### src/rtl/arc_pkg.sv
// Shared types for the arc segment sequencer: FSM encoding and the segment record.
package arc_pkg;

    localparam int CW_DEF = 16;

    typedef enum logic [2:0] {
        ST_IDLE  = 3'd0,
        ST_LOAD  = 3'd1,
        ST_RUN   = 3'd2,
        ST_DRAIN = 3'd3,
        ST_ERR   = 3'd4
    } arc_state_t;

    // Default-width segment record; the FIFO stores the same field order flattened.
    typedef struct packed {
        logic [CW_DEF-1:0] xs;
        logic [CW_DEF-1:0] ys;
        logic [CW_DEF-1:0] xe;
        logic [CW_DEF-1:0] ye;
        logic              dir;
    } arc_seg_t;

    function automatic int seg_w(input int cw);
        return 4 * cw + 1;
    endfunction

endpackage

### src/rtl/arc_seq_ctrl_fifo.sv
// Synchronous segment FIFO with push/pop/flush and occupancy count (module arc_seg_fifo).
module arc_seg_fifo #(
    parameter int  DEPTH = 4,
    parameter int  W     = 65,
    localparam int AW    = $clog2(DEPTH)
) (
    input  logic          clk,
    input  logic          rst_n,
    input  logic          push,
    input  logic          pop,
    input  logic          flush,
    input  logic [W-1:0]  din,
    output logic [W-1:0]  head,
    output logic [AW:0]   cnt
);

    localparam logic [AW:0] FULL = (AW+1)'(DEPTH);

    logic [W-1:0]  mem [DEPTH];
    logic [AW-1:0] wr_ptr;
    logic [AW-1:0] rd_ptr;
    logic          do_push;
    logic          do_pop;

    // Full check uses the registered count, so a same-cycle pop never frees a slot.
    assign do_push = push && (cnt < FULL);
    assign do_pop  = pop && (cnt != '0);
    assign head    = mem[rd_ptr];

    always_ff @(posedge clk or negedge rst_n) begin
        if (!rst_n) begin
            wr_ptr <= '0;
            rd_ptr <= '0;
            cnt    <= '0;
        end else if (flush) begin
            wr_ptr <= '0;
            rd_ptr <= '0;
            cnt    <= '0;
        end else begin
            if (do_push) wr_ptr <= wr_ptr + 1'b1;
            if (do_pop)  rd_ptr <= rd_ptr + 1'b1;
            unique case ({do_push, do_pop})
                2'b10:   cnt <= cnt + 1'b1;
                2'b01:   cnt <= cnt - 1'b1;
                default: cnt <= cnt;
            endcase
        end
    end

    always_ff @(posedge clk) begin
        if (do_push && !flush) mem[wr_ptr] <= din;
    end

endmodule

### src/rtl/arc_seq_ctrl.sv
// Arc segment sequencer: queues segments, strobes them into the interpolator, tracks position.
// Optional endpoint check enabled by defining ARC_SEQ_POS_CHECK_EN.
//
// state    | meaning
// IDLE     | waiting for run_en and a queued segment
// LOAD     | ip_change_readyH strobe, watchdog reload
// RUN      | arc in progress, tracking steps
// DRAIN    | aborted: finish current arc, queue flushed and closed
// ERR      | watchdog expired, frozen until clear_err
module arc_seq_ctrl
    import arc_pkg::*;
#(
    parameter int  DEPTH = 4,
    parameter int  CW    = CW_DEF,
    parameter int  TO_W  = 20,
    localparam int AW    = $clog2(DEPTH)
) (
    input  logic          pulse_clk,
    input  logic          sys_rst_l,
    input  logic          seg_valid,
    output logic          seg_ready,
    input  logic [CW-1:0] seg_xs,
    input  logic [CW-1:0] seg_ys,
    input  logic [CW-1:0] seg_xe,
    input  logic [CW-1:0] seg_ye,
    input  logic          seg_dir,
    input  logic          run_en,
    input  logic          abort,
    input  logic          clear_err,
    output logic [CW-1:0] ip_xs,
    output logic [CW-1:0] ip_ys,
    output logic [CW-1:0] ip_xe,
    output logic [CW-1:0] ip_ye,
    output logic          ip_dir,
    output logic          ip_change_readyH,
    input  logic          ip_draw_overH,
    input  logic          ip_x_acc,
    input  logic          ip_x_dec,
    input  logic          ip_y_acc,
    input  logic          ip_y_dec,
    output logic [CW-1:0] pos_x,
    output logic [CW-1:0] pos_y,
    output logic          busy,
    output logic          seg_done,
    output logic [AW:0]   fifo_cnt,
    output logic          err_timeout,
    output logic          err_pos
);

    localparam int          SW   = seg_w(CW);
    localparam logic [AW:0] FULL = (AW+1)'(DEPTH);

    arc_state_t    state;
    logic [TO_W-1:0] wd;
    logic [SW-1:0] head;
    logic [CW-1:0] h_xs, h_ys, h_xe, h_ye;
    logic          h_dir;
    logic [CW-1:0] nx_x, nx_y;
    logic          tracking;
    logic          launch;
    logic          to_hit;
    logic          flush;
    logic          push;

    assign {h_xs, h_ys, h_xe, h_ye, h_dir} = head;

    assign tracking  = (state == ST_RUN) || (state == ST_DRAIN);
    assign launch    = (state == ST_IDLE) && run_en && (fifo_cnt != '0) && !abort;
    // Watchdog is a down-counter reloaded on LOAD; expiry is the step that would reach zero.
    assign to_hit    = tracking && !ip_draw_overH && (wd == TO_W'(1));
    assign flush     = abort || to_hit;
    assign seg_ready = (fifo_cnt < FULL) && !abort && (state != ST_ERR) && (state != ST_DRAIN);
    assign push      = seg_valid && seg_ready;

    // acc alone gives +1, dec alone gives -1, both cancel.
    assign nx_x = pos_x + {{(CW-1){ip_x_dec & ~ip_x_acc}}, ip_x_acc ^ ip_x_dec};
    assign nx_y = pos_y + {{(CW-1){ip_y_dec & ~ip_y_acc}}, ip_y_acc ^ ip_y_dec};

    arc_seg_fifo #(.DEPTH(DEPTH), .W(SW)) u_fifo (
        .clk   (pulse_clk),
        .rst_n (sys_rst_l),
        .push  (push),
        .pop   (launch),
        .flush (flush),
        .din   ({seg_xs, seg_ys, seg_xe, seg_ye, seg_dir}),
        .head  (head),
        .cnt   (fifo_cnt)
    );

    always_ff @(posedge pulse_clk or negedge sys_rst_l) begin
        if (!sys_rst_l) begin
            state            <= ST_IDLE;
            wd               <= '0;
            ip_xs            <= '0;
            ip_ys            <= '0;
            ip_xe            <= '0;
            ip_ye            <= '0;
            ip_dir           <= 1'b0;
            ip_change_readyH <= 1'b0;
            pos_x            <= '0;
            pos_y            <= '0;
            busy             <= 1'b0;
            seg_done         <= 1'b0;
            err_timeout      <= 1'b0;
            err_pos          <= 1'b0;
        end else begin
            ip_change_readyH <= 1'b0;
            seg_done         <= 1'b0;
            if (clear_err) err_pos <= 1'b0;

            unique case (state)
                ST_IDLE: begin
                    if (launch) begin
                        state            <= ST_LOAD;
                        ip_xs            <= h_xs;
                        ip_ys            <= h_ys;
                        ip_xe            <= h_xe;
                        ip_ye            <= h_ye;
                        ip_dir           <= h_dir;
                        pos_x            <= h_xs;
                        pos_y            <= h_ys;
                        ip_change_readyH <= 1'b1;
                        busy             <= 1'b1;
                    end
                end
                ST_LOAD: begin
                    wd    <= '1;
                    state <= abort ? ST_DRAIN : ST_RUN;
                end
                ST_RUN, ST_DRAIN: begin
                    pos_x <= nx_x;
                    pos_y <= nx_y;
                    if (ip_draw_overH) begin
                        state    <= ST_IDLE;
                        seg_done <= 1'b1;
                        busy     <= 1'b0;
`ifdef ARC_SEQ_POS_CHECK_EN
                        if ((nx_x != ip_xe) || (nx_y != ip_ye)) err_pos <= 1'b1;
`endif
                    end else if (to_hit) begin
                        state       <= ST_ERR;
                        wd          <= wd - 1'b1;
                        err_timeout <= 1'b1;
                    end else begin
                        wd <= wd - 1'b1;
                        if ((state == ST_RUN) && abort) state <= ST_DRAIN;
                    end
                end
                ST_ERR: begin
                    if (clear_err) begin
                        state       <= ST_IDLE;
                        busy        <= 1'b0;
                        err_timeout <= 1'b0;
                        err_pos     <= 1'b0;
                    end
                end
                default: state <= ST_IDLE;
            endcase
        end
    end

endmodule

### config.mk
export PLATFORM = sky130hd
export DESIGN_NAME = arc_seq_ctrl
export DESIGN_NICKNAME = d
export VERILOG_FILES = /design/src/rtl/arc_pkg.sv /design/src/rtl/arc_seq_ctrl_fifo.sv /design/src/rtl/arc_seq_ctrl.sv
export SDC_FILE = /design/constraint.sdc
export NUM_CORES = 1
export LEC_CHECK = 0
export CAP_MARGIN = 20
export CORE_AREA = 2 2 181 183
export DETAILED_ROUTE_END_ITERATION = 16
export DIE_AREA = 0 0 183 185
export PLACE_DENSITY = 0.77
export SLEW_MARGIN = 40
export SYNTH_ARGS = -nofsm -noshare
export SYNTH_HDL_FRONTEND = slang
export SYNTH_SLANG_ARGS = --single-unit
### constraint.sdc
create_clock -name pulse_clk -period 3.65 [get_ports pulse_clk]
set_clock_uncertainty 0.1 [all_clocks]
set_input_delay 0.5475 -clock pulse_clk [delete_from_list [all_inputs] [get_ports pulse_clk]]
set_output_delay 0.5475 -clock pulse_clk [all_outputs]
set_load 0.02 [all_outputs]
==> run_results.csv <==
group,metric,value,unit
outcome,outcome,"finished clean",
route,wirelength,39.8,mm
worst_setup_path,r2r_setup_slack,880,ps
worst_hold_path,holdPathStages,2,
route,drt_pass1_iterations,5,
timing,rsz0062_at_grt,"no",
clocking,cts_buffers,40,
synth,synth_nets,1399,
worst_setup_path,worstPathMaxFanout,5,
timing,layout_min_cycle_time,3030,ps
global_routing,grt_max_degree,69,
synth,synth_common_cells,"edfxtp_1, nand2_1, dfrtp_1, nor2_1, mux4_2",
final_layout,fin_nets,1571,
clocking,cts-root-buf,"clkbuf_16",
synth,synth.most_common_cell,"edfxtp_1",
pwr,ir_worst_vdd,0.472,mV
worst_setup_path,start_kind,"input port",
die,rows,66,
worst_setup_path,worstPathRequired,3990,ps
timing,relSlewSlack,0.565,
timing,slew_violations,0,
synth,syn_area_per_cell,13.3,µm²
die,start_util,0.542,
synth,synth-async-reset-ratio,0.337,
worst_setup_path,worstSetupPathType,"in -> reg",
synth,netlist_instances,1308,
synth,ys_types,88,
worst_setup_path,cp-end-kind,"flop",
global_routing,grtUsageTotal,0.237,
synth,syn_area,17400,µm²
clocking,post_cts_buffers,0,
worst_hold_path,hp-class,"reg -> reg",
die,dieHeight,185,µm
place,routabilityCongestion,0.860,
synth,synthDominantCellAreaShare,0.449,
worst_setup_path,worstReg2RegEnd,"u_fifo.mem[3][56]",
clocking,cts_resized,0,
timing,timing.setup.tns,0,ps
final_layout,syn_to_final_growth,21.3,%
clocking,clk_path_buf_depth,3,
route,wire_per_inst,20.7,µm
die,ioPinCount,182,
clocking,numClockSinks,392,
die,design.core.area,32000,µm²
worst_setup_path,critPathArrivalTime,3370,ps
run,drv_cap,0,
place,dpl_worst_slack,151,ps
pwr,leakagePower,7.70,nW
pwr,p_per_area,675,nW/µm²
timing,max_freq,330,MHz
clocking,cts_hold_buf,1,
die,design.die.area,33900,µm²
synth,synth_warnings,0,
worst_setup_path,ff2ff_path_depth,7,
global_routing,antenna_found_initial,3,
synth,synth_edf_count,260,
clocking,cts_tree,"built",
worst_hold_path,holdCritStartpoint,"ip_ye[9]",
global_routing,overflow,0,
timing,finalSetupViolations,0,
route,first_iter_violations,1089,
clocking,worst_skew_pair.late_latency,530,ps
global_routing,grt_pass1_wl,62.5,mm
worst_hold_path,hold_end,"ip_ye[9]",
synth,synth.largest_area_cell,"edfxtp_1",
timing,layout_setup_ws,616,ps
route,avgViaCountPerCell,5.91,
die,die_w,183,µm
worst_setup_path,timing.rr.start,"wd[12]",
global_routing,grt_pass1_vias,11259,
pwr,design_power_total,14.2,mW
synth,synth_ff_type,"edfxtp_1",
timing,hold_slack,372,ps
route,drc,0,
timing,finalHoldViolCount,0,
clocking,clk_pin_slew_worst_paths,60,ps
synth,synth_area_leaders,"edfxtp_1, dfrtp_1, mux4_2",
timing,fin_crit_sh,0.831,
clocking,htree_levels,2,
synth,ys_seq_elements,392,
place,dpl.hpwl,25.8,mm
final_layout,layout-drive-gt1-share,0.122,
route,vias,11364,
place,place.port_buffers,181,
synth,ys_seq_area_frac,0.640,
route,drtAntennaViolNets,0,
timing,worst_pin_slew,652,ps
## per-stage QoR
stage,std cells,utilization,area [µm²]
after global routing,1921,0.657,21100
after CTS,1920,0.657,21100
final,1923,0.658,21100
after floorplan,1308,-,17400
after global placement,1844,0.614,19700
after detailed placement,1845,0.615,19700
## final cells by class
type / instances / area, µm²
timing repair buffer: 213 / 2200
multi-input combinational: 805 / 5790
fill: 2304 / 11000
antenna: 3 / 7.51
tap: 408 / 510
inverter: 28 / 110
clock buffer: 48 / 1080
sequential: 392 / 11100
clock inverter: 26 / 250
## how the worst max path moves through the flow
| stage | slack [ps] | cells past startpoint | to | startpoint |
|---|---|---|---|---|
| floorplan | 170 | 15 | pos_x[12] | ip_x_acc |
| global route | 390 | 12 | pos_x[12] | ip_x_acc |
| CTS | 680 | 12 | pos_y[12] | ip_y_acc |
| global placement | 200 | 12 | pos_y[12] | ip_y_acc |
| detailed placement | 150 | 12 | pos_y[12] | ip_y_acc |
| finish | 620 | 12 | pos_x[12] | ip_x_acc |
## kinds of logic (layout without fill, tap and decap cells)
| logic type | count (synthesis) | in the layout | synth area share |
|---|---|---|---|
| xor+xnor | 35 | 35 | 0.0176 |
| fa+ha+maj | 15 | 15 | 0.0112 |
| other cells | 0 | 3 | 0 |
| simple gates | 475 | 475 | 0.128 |
| flops | 392 | 392 | 0.640 |
| mux | 76 | 76 | 0.0908 |
| buf+inv | 111 | 315 | 0.0284 |
| compound gates | 204 | 204 | 0.0846 |
## cells in the final DEF (no fill, tap or decap), types with 19 or more instances in the layout
master / n
a21oi_1: 30
buf_4: 20
clkbuf_16: 41
clkdlybuf4s50_1: 180
dfrtp_1: 130
edfxtp_1: 260
inv_1: 26
mux4_2: 65
nand2_1: 247
nand3_1: 19
nor2_1: 75
nor3_1: 19
o21ai_0: 39
xnor2_1: 26
## report_power, final
part	total, mW	leakage, nW	internal (mW)	switching [mW]
clock network	4.15	0.654	2.47	1.68
registers	6.09	3.91	5.32	0.765
logic	3.98	3.14	1.81	2.17
## sequential cells by signal, indices dropped and copies added (netlist names), 16 cells and up
signal,count
ip_ys,16
pos_x,16
ip_xe,16
wd,20
u_fifo.mem,260
ip_xs,16
ip_ye,16
pos_y,16
## layer usage
metal	GRT usage	vias to the layer above	part of all wire
met5	0	-	0.00040
met4	0.0570	2	0.018
met3	0.0433	46	0.064
met1	0.329	5684	0.43
met2	0.394	384	0.49
li1	-	5248	-
## critical path, stage by stage
cell and delay (ps):
clkdlybuf4s50_1 450, inv_1 50, ha_1 290, inv_1 60, ha_1 180, ha_1 200, and3b_1 170, o21ai_1 130
o41ai_2 550, a211oi_1 190, o311ai_1 310, nor3b_1 250
(Power assumes the default switching activity.)
